`config.mk`:
```
export PLATFORM = sky130hd
export DESIGN_NAME = trisc_core
export DESIGN_NICKNAME = d
export VERILOG_FILES = /design/src/rtl/trisc_core.sv
export SDC_FILE = /design/constraint.sdc
export NUM_CORES = 1
export LEC_CHECK = 0
export ABC_AREA = 1
export CORE_AREA = 2 2 66 115
export CTS_CLUSTER_SIZE = 16
export DETAILED_ROUTE_END_ITERATION = 16
export DIE_AREA = 0 0 68 117
export GPL_ROUTABILITY_DRIVEN = 0
export PLACE_DENSITY_LB_ADDON = 0.3
export RECOVER_POWER = 25
export SYNTH_ARGS = -nofsm -noshare
export SYNTH_HDL_FRONTEND = slang
export SYNTH_SLANG_ARGS = --single-unit
export TNS_END_PERCENT = 1
```
`constraint.sdc`:
```
create_clock -name clock -period 2 [get_ports clock]
set_input_delay 0.5 -clock clock [delete_from_list [all_inputs] [get_ports clock]]
set_output_delay 0.5 -clock clock [all_outputs]
set_load 0.02 [all_outputs]
```
`src/rtl/trisc_core.sv`:
```
// trisc_core: single-accumulator CPU driven by an internal microsequencer.
//
// Parameters
//   W        address width = data width; instruction word is {opcode[3:0], operand[W-1:0]}
//   PC_RESET program counter value after reset
//
// Ports
//   clock      in   rising-edge system clock
//   clear      in   asynchronous active-low reset
//   run        in   1 = execute, 0 = stop after the current instruction
//   mem_addr   out  RAM address
//   mem_rd     out  read strobe, data arrives on mem_rdata one cycle later
//   mem_wr     out  write strobe, RAM stores mem_wdata at mem_addr on this edge
//   mem_wdata  out  {4'b0, acc}
//   mem_rdata  in   RAM read data (upper 4 bits used only as opcode)
//   pc, acc    out  program counter and accumulator
//   ir         out  current opcode
//   zf, cf     out  zero and carry flags
//   halted     out  high in HALT
//   busy       out  high in any state other than IDLE or HALT
//
// Optional feature: define TRISC_CALL_EN to add a one-deep return register with
// CALL (opcode B) and RET (opcode C). Without it both opcodes execute as NOP.
//
// Memory strobes, address and status outputs are registered: they are computed
// from the next state so that they are valid for the whole cycle of the state
// that uses them, and an asynchronous reset drops them immediately.

module trisc_core #(
  parameter int              W        = 8,
  parameter logic [W-1:0]    PC_RESET = {W{1'b0}}
) (
  input  logic           clock,
  input  logic           clear,
  input  logic           run,
  output logic [W-1:0]   mem_addr,
  output logic           mem_rd,
  output logic           mem_wr,
  output logic [W+3:0]   mem_wdata,
  input  logic [W+3:0]   mem_rdata,
  output logic [W-1:0]   pc,
  output logic [W-1:0]   acc,
  output logic [3:0]     ir,
  output logic           zf,
  output logic           cf,
  output logic           halted,
  output logic           busy
);

  typedef enum logic [2:0] {
    S_IDLE   = 3'd0,
    S_FETCH  = 3'd1,
    S_DECODE = 3'd2,
    S_EXEC   = 3'd3,
    S_MEM    = 3'd4,
    S_HALT   = 3'd5
  } state_t;

  localparam logic [3:0] OP_NOP  = 4'h0;
  localparam logic [3:0] OP_LDA  = 4'h1;
  localparam logic [3:0] OP_STA  = 4'h2;
  localparam logic [3:0] OP_ADD  = 4'h3;
  localparam logic [3:0] OP_SUB  = 4'h4;
  localparam logic [3:0] OP_AND  = 4'h5;
  localparam logic [3:0] OP_INC  = 4'h6;
  localparam logic [3:0] OP_CLR  = 4'h7;
  localparam logic [3:0] OP_JMP  = 4'h8;
  localparam logic [3:0] OP_JZ   = 4'h9;
  localparam logic [3:0] OP_JC   = 4'hA;
  localparam logic [3:0] OP_CALL = 4'hB;
  localparam logic [3:0] OP_RET  = 4'hC;
  localparam logic [3:0] OP_HLT  = 4'hF;

  localparam logic [W-1:0] ZERO_W = {W{1'b0}};
  localparam logic [W:0]   ONE_W1 = {{W{1'b0}}, 1'b1};

  // Opcodes that need a second (MEM) cycle to consume a data read.
  function automatic logic is_mem_read(input logic [3:0] op);
    return (op == OP_LDA) || (op == OP_ADD) || (op == OP_SUB) || (op == OP_AND);
  endfunction

  state_t         r_state, w_state_nx;
  logic [W-1:0]   r_pc, w_pc_nx;
  logic [W-1:0]   r_acc, w_acc_nx;
  logic [3:0]     r_ir, w_ir_nx;
  logic [W-1:0]   r_opnd, w_opnd_nx;
  logic           r_zf, w_zf_nx;
  logic           r_cf, w_cf_nx;
  logic           r_run_d;
  logic [W-1:0]   r_mem_addr, w_mem_addr_nx;
  logic           r_mem_rd, w_mem_rd_nx;
  logic           r_mem_wr, w_mem_wr_nx;
  logic           r_halted, w_halted_nx;
  logic           r_busy, w_busy_nx;
  logic           w_cont;
  logic [W-1:0]   w_d;
  logic [W:0]     w_sum, w_diff, w_inc;
`ifdef TRISC_CALL_EN
  logic [W-1:0]   r_ret, w_ret_nx;
`endif

  assign w_d    = mem_rdata[W-1:0];
  assign w_sum  = {1'b0, r_acc} + {1'b0, w_d};
  // Top bit of the W+1 bit difference is the borrow.
  assign w_diff = {1'b0, r_acc} - {1'b0, w_d};
  assign w_inc  = {1'b0, r_acc} + ONE_W1;
  assign w_cont = run;

  assign mem_addr  = r_mem_addr;
  assign mem_rd    = r_mem_rd;
  assign mem_wr    = r_mem_wr;
  assign mem_wdata = {4'b0000, r_acc};
  assign pc        = r_pc;
  assign acc       = r_acc;
  assign ir        = r_ir;
  assign zf        = r_zf;
  assign cf        = r_cf;
  assign halted    = r_halted;
  assign busy      = r_busy;

  // State register.
  always_ff @(posedge clock or negedge clear) begin
    if (!clear) begin
      r_state <= S_IDLE;
    end else begin
      r_state <= w_state_nx;
    end
  end

  // Next-state logic; HALT is left only on a 0->1 edge of run.
  always_comb begin
    w_state_nx = r_state;
    case (r_state)
      S_IDLE:   w_state_nx = run ? S_FETCH : S_IDLE;
      S_FETCH:  w_state_nx = S_DECODE;
      S_DECODE: w_state_nx = S_EXEC;
      S_EXEC: begin
        if (is_mem_read(r_ir)) begin
          w_state_nx = S_MEM;
        end else if (r_ir == OP_HLT) begin
          w_state_nx = S_HALT;
        end else begin
          w_state_nx = w_cont ? S_FETCH : S_IDLE;
        end
      end
      S_MEM:    w_state_nx = w_cont ? S_FETCH : S_IDLE;
      S_HALT:   w_state_nx = (run && !r_run_d) ? S_FETCH : S_HALT;
      default:  w_state_nx = S_IDLE;
    endcase
  end

  // Output logic, decoded from the state being entered so it can be registered.
  always_comb begin
    w_mem_rd_nx   = 1'b0;
    w_mem_wr_nx   = 1'b0;
    w_mem_addr_nx = r_mem_addr;
    w_halted_nx   = 1'b0;
    w_busy_nx     = 1'b1;
    case (w_state_nx)
      S_FETCH: begin
        w_mem_rd_nx   = 1'b1;
        w_mem_addr_nx = w_pc_nx;
      end
      S_EXEC: begin
        if (is_mem_read(w_ir_nx)) begin
          w_mem_rd_nx   = 1'b1;
          w_mem_addr_nx = w_opnd_nx;
        end else if (w_ir_nx == OP_STA) begin
          w_mem_wr_nx   = 1'b1;
          w_mem_addr_nx = w_opnd_nx;
        end else begin
          w_mem_addr_nx = r_mem_addr;
        end
      end
      S_DECODE, S_MEM: begin
        w_busy_nx = 1'b1;
      end
      S_HALT: begin
        w_halted_nx = 1'b1;
        w_busy_nx   = 1'b0;
      end
      default: begin
        w_busy_nx = 1'b0;
      end
    endcase
  end

  // Datapath next values for PC, IR, operand, ACC and flags.
  always_comb begin
    w_pc_nx   = r_pc;
    w_acc_nx  = r_acc;
    w_ir_nx   = r_ir;
    w_opnd_nx = r_opnd;
    w_zf_nx   = r_zf;
    w_cf_nx   = r_cf;
`ifdef TRISC_CALL_EN
    w_ret_nx  = r_ret;
`endif
    case (r_state)
      S_DECODE: begin
        w_ir_nx   = mem_rdata[W+3:W];
        w_opnd_nx = mem_rdata[W-1:0];
        w_pc_nx   = r_pc + ONE_W1[W-1:0];
      end
      S_EXEC: begin
        case (r_ir)
          OP_INC: begin
            w_acc_nx = w_inc[W-1:0];
            w_cf_nx  = w_inc[W];
            w_zf_nx  = (w_inc[W-1:0] == ZERO_W);
          end
          OP_CLR: begin
            w_acc_nx = ZERO_W;
            w_zf_nx  = 1'b1;
            w_cf_nx  = 1'b0;
          end
          OP_JMP: w_pc_nx = r_opnd;
          OP_JZ:  w_pc_nx = r_zf ? r_opnd : r_pc;
          OP_JC:  w_pc_nx = r_cf ? r_opnd : r_pc;
`ifdef TRISC_CALL_EN
          OP_CALL: begin
            // pc already points past the CALL.
            w_ret_nx = r_pc;
            w_pc_nx  = r_opnd;
          end
          OP_RET:  w_pc_nx = r_ret;
`else
          OP_CALL, OP_RET: begin
            w_pc_nx = r_pc;
          end
`endif
          default: w_pc_nx = r_pc;
        endcase
      end
      S_MEM: begin
        case (r_ir)
          OP_LDA: begin
            w_acc_nx = w_d;
            w_zf_nx  = (w_d == ZERO_W);
          end
          OP_ADD: begin
            w_acc_nx = w_sum[W-1:0];
            w_cf_nx  = w_sum[W];
            w_zf_nx  = (w_sum[W-1:0] == ZERO_W);
          end
          OP_SUB: begin
            w_acc_nx = w_diff[W-1:0];
            w_cf_nx  = ~w_diff[W];
            w_zf_nx  = (w_diff[W-1:0] == ZERO_W);
          end
          OP_AND: begin
            w_acc_nx = r_acc & w_d;
            w_zf_nx  = ((r_acc & w_d) == ZERO_W);
          end
          default: w_acc_nx = r_acc;
        endcase
      end
      default: w_pc_nx = r_pc;
    endcase
  end

  // Architectural registers and the run edge detector.
  always_ff @(posedge clock or negedge clear) begin
    if (!clear) begin
      r_pc    <= PC_RESET;
      r_acc   <= ZERO_W;
      r_ir    <= OP_NOP;
      r_opnd  <= ZERO_W;
      r_zf    <= 1'b0;
      r_cf    <= 1'b0;
      r_run_d <= 1'b0;
    end else begin
      r_pc    <= w_pc_nx;
      r_acc   <= w_acc_nx;
      r_ir    <= w_ir_nx;
      r_opnd  <= w_opnd_nx;
      r_zf    <= w_zf_nx;
      r_cf    <= w_cf_nx;
      r_run_d <= run;
    end
  end

`ifdef TRISC_CALL_EN
  // One-deep return address; a nested CALL overwrites it.
  always_ff @(posedge clock or negedge clear) begin
    if (!clear) begin
      r_ret <= ZERO_W;
    end else begin
      r_ret <= w_ret_nx;
    end
  end
`endif

  // Registered memory strobes and status outputs.
  always_ff @(posedge clock or negedge clear) begin
    if (!clear) begin
      r_mem_addr <= ZERO_W;
      r_mem_rd   <= 1'b0;
      r_mem_wr   <= 1'b0;
      r_halted   <= 1'b0;
      r_busy     <= 1'b0;
    end else begin
      r_mem_addr <= w_mem_addr_nx;
      r_mem_rd   <= w_mem_rd_nx;
      r_mem_wr   <= w_mem_wr_nx;
      r_halted   <= w_halted_nx;
      r_busy     <= w_busy_nx;
    end
  end

endmodule
```
==> run summary <==
The die covers 7960 sq um. At the end of the flow, the number of nets in the layout was 707. The placed instances occupy a cell area of 4710 sq um.

The synthesized design contains 0 enable-type register cells. The total power per unit cell area came out at 1670 nW/um^2. From synthesis to final layout, the design area changed by 36.1%. The mapped netlist covers 3760 sq um. The share of synthesized area in the top cell type comes to 30.6%. The post-synthesis sequential element count came out at 46.

For the total core area, the log shows 7080 sq um. In this run, CTS created clock tree buffers numbering 5. The die extent in x came out at 68 um. The tools report the total negative slack for setup checks as -0.0764 ns. The logs give 2 for the H-tree depth and 570 for the cell count after synthesis. The tools report the post-route cell area as 5110 sq um. Dividing the detail-routed via count by the number of cells gives 5.66. Max-cap violations in this run came to 0. The clock arrives with 0.00474 ns of skew. The maximum fanout count along the critical path came out at 3. The clock latency at the later pin of the worst-skew pair came out at 0.29 ns.

The kind of critical path is reg2reg. By instance count, the leading cell after synthesis is sky130_fd_sc_hd__nand2_1. The hold violation total from the final report is 0, and the final critical path time including I/O delays and setup is 2.08 ns.

The tree is rooted in a sky130_fd_sc_hd__clkbuf_16. The number of buffers between clock root and the deepest sink is 2, and the number of clock sinks seen by CTS is 46. The part of the cycle the worst path needs was 104%. The remaining antenna violation count after routing was 0; the upper clock frequency limit was 482 MHz. The pre-antenna-repair detailed-routing pass consisted of 5 iterations.

The checks that failed: negative setup slack. The startpoint class of the critical path is a flip-flop. The repair_antennas step left the layout with diodes totalling 0. Setup repair after global routing could not meet its margin everywhere. The total number of vias is 4,284.

The flow ran to the end, but the final reports show violations. The pin count of the biggest net entering global routing was 47; the clock-pin slew on the worst setup and hold paths was 0.06 ns. The kind of end point of the critical path was a flip-flop.

The min-delay analysis places its worst path in the category reg2reg. In the synthesized netlist, the cells that appear most often are sky130_fd_sc_hd__nand2_1 (194), sky130_fd_sc_hd__inv_1 (78), sky130_fd_sc_hd__nand3_1 (64). The run gives 2.31 ns as the arrival time reported for the critical path endpoint.

For this run, the register share of the synthesized area comes to 30.6%. For the pin with the worst max-slew slack, the measured transition is 1.14 ns. VDD sags by at most 0.708 mV. TritonCTS built the clock tree. Total chip power: 8.55 mW.

The run gives 4,188 as the via count of the first global-routing pass. Averaged over all synthesized cells, the footprint is 6.59 sq um. The die is 117 um tall.

The initial antenna violation count is 0. The worst pin sits at a relative slew slack of 23.9%. The estimated wirelength of the detail-placed design is 9230 um, and the number of port buffers is 56. In the global route stage, overall resource usage came out at 31.1%. The setup slack of the critical path after layout was -0.0764 ns; the share of final-layout standard cells stronger than drive strength 1 was 21.2%. For this run the aggregate overflow at the end of global routing stands at 0. The final setup violation count is 1. By area the synthesized netlist is led by sky130_fd_sc_hd__dfrtp_1 (31%), sky130_fd_sc_hd__nand2_1 (19%), sky130_fd_sc_hd__nand3_1 (8.5%).

61 I/O pins were placed. The most used flip-flop cell after synthesis is sky130_fd_sc_hd__dfrtp_1. The tools report the total wire length as 12,100 um.

The cell taking the most area after synthesis is sky130_fd_sc_hd__dfrtp_1. After detailed routing, the average wire length per cell comes to 16.0 um. For this configuration, the core starts out at a cell density of 53.1%. The netlist uses 41 different library cells. After synthesis, the share of flip-flops with an asynchronous set or reset is 100%. The Yosys step of the flow raised 0 warnings. The leakage power is 2.73 nW.

After detailed placement, the design holds a cell count of 749. The tools report the number of DRC violations after detailed routing as 0. Data on the critical path is required at its endpoint by 2.23 ns. The logs give 0 for the final count of pins violating max slew and 757 for the final cell count without fillers. The first global-routing pass estimated 18,600 um of wire. For this block, the initial DRC count from the detailed router was 430. The floorplan has 41 rows.
[timing repair]
action | 4_1_cts | 5_1_grt
gates resized for setup | 22 | 62
endpoints found under the setup margin | 10 | 21
setup buffers | 0 | 1
pin swaps | 6 | 23
hold buffers | 0 | 0
hold endpoints to repair | 0 | 0
[registers in the layout, indices dropped and copies added, names as in the netlist]
name,cells
acc,8
mem_addr,8
pc,8
r_opnd,8
ir,4
r_state,3
busy,1
cf,1
halted,1
mem_rd,1
mem_wr,1
r_run_d,1
zf,1
[worst paths after layout]
path / from / endpoint / slack, ns / cells after the start
setup / recovery: acc[0]$_DFFE_PN0P_ / zf$_DFFE_PN0P_ / -0.08 / 11
hold / removal: r_opnd[6]$_DFF_PN0_ / r_opnd[6]$_DFF_PN0_ / 0.48 / 2
setup reg to reg: acc[0]$_DFFE_PN0P_ / zf$_DFFE_PN0P_ / -0.08 / 11
hold reg to reg: r_opnd[6]$_DFF_PN0_ / r_opnd[6]$_DFF_PN0_ / 0.48 / 2
max in group asynchronous: clear / acc[1]$_DFFE_PN0P_ / 0.73 / 2
min in group asynchronous: clear / mem_addr[0]$_DFFE_PN0P_ / 0.51 / 2
[worst max-delay path, stage by stage (launching register included)]
cell and delay (ns):
sky130_fd_sc_hd__dfrtp_1 0.40, sky130_fd_sc_hd__buf_4 0.14, sky130_fd_sc_hd__ha_2 0.18, sky130_fd_sc_hd__fa_2 0.39
sky130_fd_sc_hd__xnor2_2 0.19, sky130_fd_sc_hd__nor3_2 0.24, sky130_fd_sc_hd__nand3_2 0.13, sky130_fd_sc_hd__nor2_2 0.13
sky130_fd_sc_hd__nand3_2 0.06, sky130_fd_sc_hd__nand3_1 0.07, sky130_fd_sc_hd__nand2_1 0.05, sky130_fd_sc_hd__nand2_1 0.05
[cells in the final DEF, fill, tap and decap left out, types with 16 or more instances in the layout]
| cell | n |
|---|---|
| sky130_fd_sc_hd__dfrtp_1 | 45 |
| sky130_fd_sc_hd__buf_4 | 53 |
| sky130_fd_sc_hd__nand3_1 | 56 |
| sky130_fd_sc_hd__a21oi_1 | 21 |
| sky130_fd_sc_hd__o21ai_0 | 17 |
| sky130_fd_sc_hd__nor2_1 | 30 |
| sky130_fd_sc_hd__inv_1 | 67 |
| sky130_fd_sc_hd__nand2_1 | 182 |
| sky130_fd_sc_hd__dlymetal6s2s_1 | 16 |
| sky130_fd_sc_hd__clkdlybuf4s50_1 | 38 |
[where the power goes]
| group | total (mW) | internal, mW | switching, mW | leakage, nW |
|---|---|---|---|---|
| Sequential | 1.75 | 1.34 | 0.411 | 0.557 |
| Combinational | 6.00 | 2.36 | 3.64 | 2.11 |
| Clock | 0.801 | 0.452 | 0.349 | 0.0694 |
| Total | 8.55 | 4.15 | 4.40 | 2.73 |
[cells by family after synthesis]
kind of cell               share of synthesized area [%]
AOI/OAI and AO/OA                                   11.4
xor gates and xnor gates                           0.933
adders and majority gates                           7.39
buffers and inverters                               12.0
DFF                                                 30.6
other                                             0.0998
and+or+nand+nor                                     37.6
[per-layer routing]
metal / part of all wire (%) / up-vias / track usage [%]
li1: - / 2011 / -
met1: 32 / 1957 / 29.5
met2: 53 / 231 / 55.5
met3: 5.1 / 85 / 3.92
met4: 9.5 / 0 / 28.5
met5: 0 / - / 0
[cell type report]
type                       instances  area (sq um)
inverter                          83           317
clock inverter                     2          10.0
timing repair buffer             111          1000
tap                               86           108
multi-input combinational        424          2400
clock buffer                       5           125
sequential                        46          1150
fill                             548          1970
[metrics by stage]
step	hold slack [ns]	util (%)	setup WS, ns
after global placement	0.463	66.5	-0.499
after floorplan	0.204	-	0.0728
after global routing	0.502	72.2	-0.202
final	0.483	72.2	-0.0764
after detailed placement	0.466	66.5	-0.570
after CTS	0.189	69.8	-0.0790
No activity file was read; power rests on OpenSTA's default activity.
==> RTL edit: new RTL, config.mk and constraints unchanged <==
The option `TRISC_CALL_EN` is turned on by a define.
--- a/src/rtl/trisc_core.sv
+++ b/src/rtl/trisc_core.sv
@@ -26,6 +26,8 @@
 // from the next state so that they are valid for the whole cycle of the state
 // that uses them, and an asynchronous reset drops them immediately.
 
+`define TRISC_CALL_EN
+
 module trisc_core #(
   parameter int              W        = 8,
   parameter logic [W-1:0]    PC_RESET = {W{1'b0}}
Check against the original RTL: not equivalent (Yosys sat finds a counterexample within 10 cycles, from zero or initial values).
==> RTL edit against the unedited design <==
Sequential cell count is 8 higher; power is 14% higher; sequential power is 18% higher; sequential share of layout area is 1.7 points higher; area after synthesis is 13% higher; hold slack better by 0.0047 ns; routed wire length is 12% higher; setup slack better by 0.11 ns; first-iteration DRC count is 6.0% higher; design area is 9.5% higher; critical path type is now reg2out.
==> RTL edit: results (changes against the unedited design) <==
Worst setup path
  – FF-to-FF path depth: 8 (-3)
  – Worst r2r dst: cf$_DFFE_PN0P_
  – CP endpoint: mem_wdata[0]
  – R2r startpoint: r_state[0]$_DFF_PN0_
  – CP Max Fanout: 4 (+1)

Layout
  – Fillers: 487 (-11%)
  – Nets: 777 (+9.9%)
  – Share of cells above drive strength 1: 21.7% (+0.56 points)

Global route
  – GRT Overall Usage: 35.8% (+4.7 points)
  – Largest net degree at the start of global routing: 55 (+17%)
  – Vias in the first global route: 4809 (+15%)
  – Global-route wire length before repair: 21800 um (+17%)

Timing
  – Worst hold margin: 0.487 ns (+0.00467 ns)
  – Final Cycle Share: 98.2% (-5.7 points)
  – Clock Skew: 0.00483 ns (+0.0000899 ns)
  – Measured slew at the worst slew-check pin: 1.33 ns (+0.193 ns)

Worst hold path
  – WHS Endpoint: mem_addr[2]$_DFFE_PN0P_
  – Hold_sp: mem_addr[2]$_DFFE_PN0P_

Placed design
  – Detailed placer's ending HPWL: 10200 um (+11%)
  – DP Worst Slack: -0.546 ns (+0.0239 ns)

Logic synthesis
  – Unique masters post-synth: 42 (+2.4%)
  – Most frequent cells after synthesis: 205 x nand2_1, 74 x inv_1, 58 x nor2_1, 57 x nand3_1, 54 x dfrtp_1
  – Sequential area share after synthesis: 31.8% (+1.2 points)
  – Synth area leaders: dfrtp_1 32%, nand2_1 18%, nand3_1 6.7%

Power and ir drop
  – Pint: 4.72 mW (+14%)
  – VDD IR max: 978 uV (+38%)
  – Static Leak: 2.85 nW (+4.4%)

Drt
  – Vias per inst: 5.80 (+2.5%)
  – Avg WL per Cell: 16.4 um (+2.6%)
  – First DRT Iteration DRCs: 456 (+6.0%)

Clocking
  – H-tree levels: 2 (unchanged)

Run status
  – Status: completed
## RTL edit: cell types whose count changed after synthesis, sizes merged, moves of 3 or more
cell | before | now
nor2 | 41 | 65
nand2 | 199 | 214
o21ai | 21 | 30
dfrtp | 46 | 54
nand4 | 8 | 14
clkbuf | 2 | 7
nand3 | 64 | 59
xor2 | 3 | 8
nor3 | 10 | 6
a21oi | 27 | 30
nor4 | 0 | 3
o21a | 1 | 4
o21bai | 3 | 0
## RTL edit: power by group through the flow
stage / Combinational (mW) / Clock (mW) / Sequential, mW
after floorplan: 3.63 / 0 / 2.30
final: 6.81 / 0.846 / 2.07
after global placement: 6.04 / 0 / 2.01
after global routing: 7.42 / 0.897 / 2.11
after detailed placement: 6.23 / 0 / 2.03
after CTS: 6.33 / 0.845 / 2.04
## RTL edit: worst max-delay path, stage by stage (launching register included)
cell and delay [ns]:
dfrtp_1 0.40, buf_4 0.15, clkdlybuf4s50_1 0.62
## RTL edit: layer usage
metal / vias to the layer above / global-route usage [%] / wire length (um)
li1: 2228 / - / -
met1: 2205 / 36.4 / 4660
met2: 268 / 62.3 / 7150
met3: 95 / 6.31 / 735
met4: 0 / 28.0 / 1030
met5: - / 0 / 0
## RTL edit: metrics by stage
stage,cells,area (um2),setup TNS [ns],power [mW]
6_report,827,5600,0,9.72
5_1_grt,827,5600,-0.278,10.4
4_1_cts,821,5400,-0.333,9.21
3_5_place_dp,814,5210,-4.45,8.26
3_3_place_gp,814,5210,-3.56,8.05
2_1_floorplan,639,4260,0,5.93
## RTL edit: what timing repair did
| item | 4_1_cts | 5_1_grt |
|---|---|---|
| setup buffers | 0 | 6 |
| hold endpoints to repair | 0 | 0 |
| pin swaps | 2 | 19 |
| setup endpoints to repair | 11 | 21 |
| resized for setup | 15 | 57 |
## RTL edit: layout make-up
cell class / instances / share of cell area [%]
well taps: 86 / 1.92
flip-flops and latches: 54 / 24.3
repair buffers: 119 / 18.5
inverters: 83 / 5.63
multi-input cells: 478 / 47.3
clock buffers: 6 / 2.30
clock inverters: 1 / 0.134
## RTL edit: kinds of logic after synthesis
| kind of cell | count (synthesis) | share of synthesized area [%] |
|---|---|---|
| AND/OR/NAND/NOR | 365 | 37.5 |
| AO/OA/AOI/OAI | 78 | 10.9 |
| XOR/XNOR | 8 | 1.65 |
| buffers and inverters | 107 | 10.9 |
| other | 1 | 0.0884 |
| multiplexers | 2 | 0.531 |
| adder cells (fa/ha/maj) | 21 | 6.54 |
| flip-flops | 54 | 31.8 |
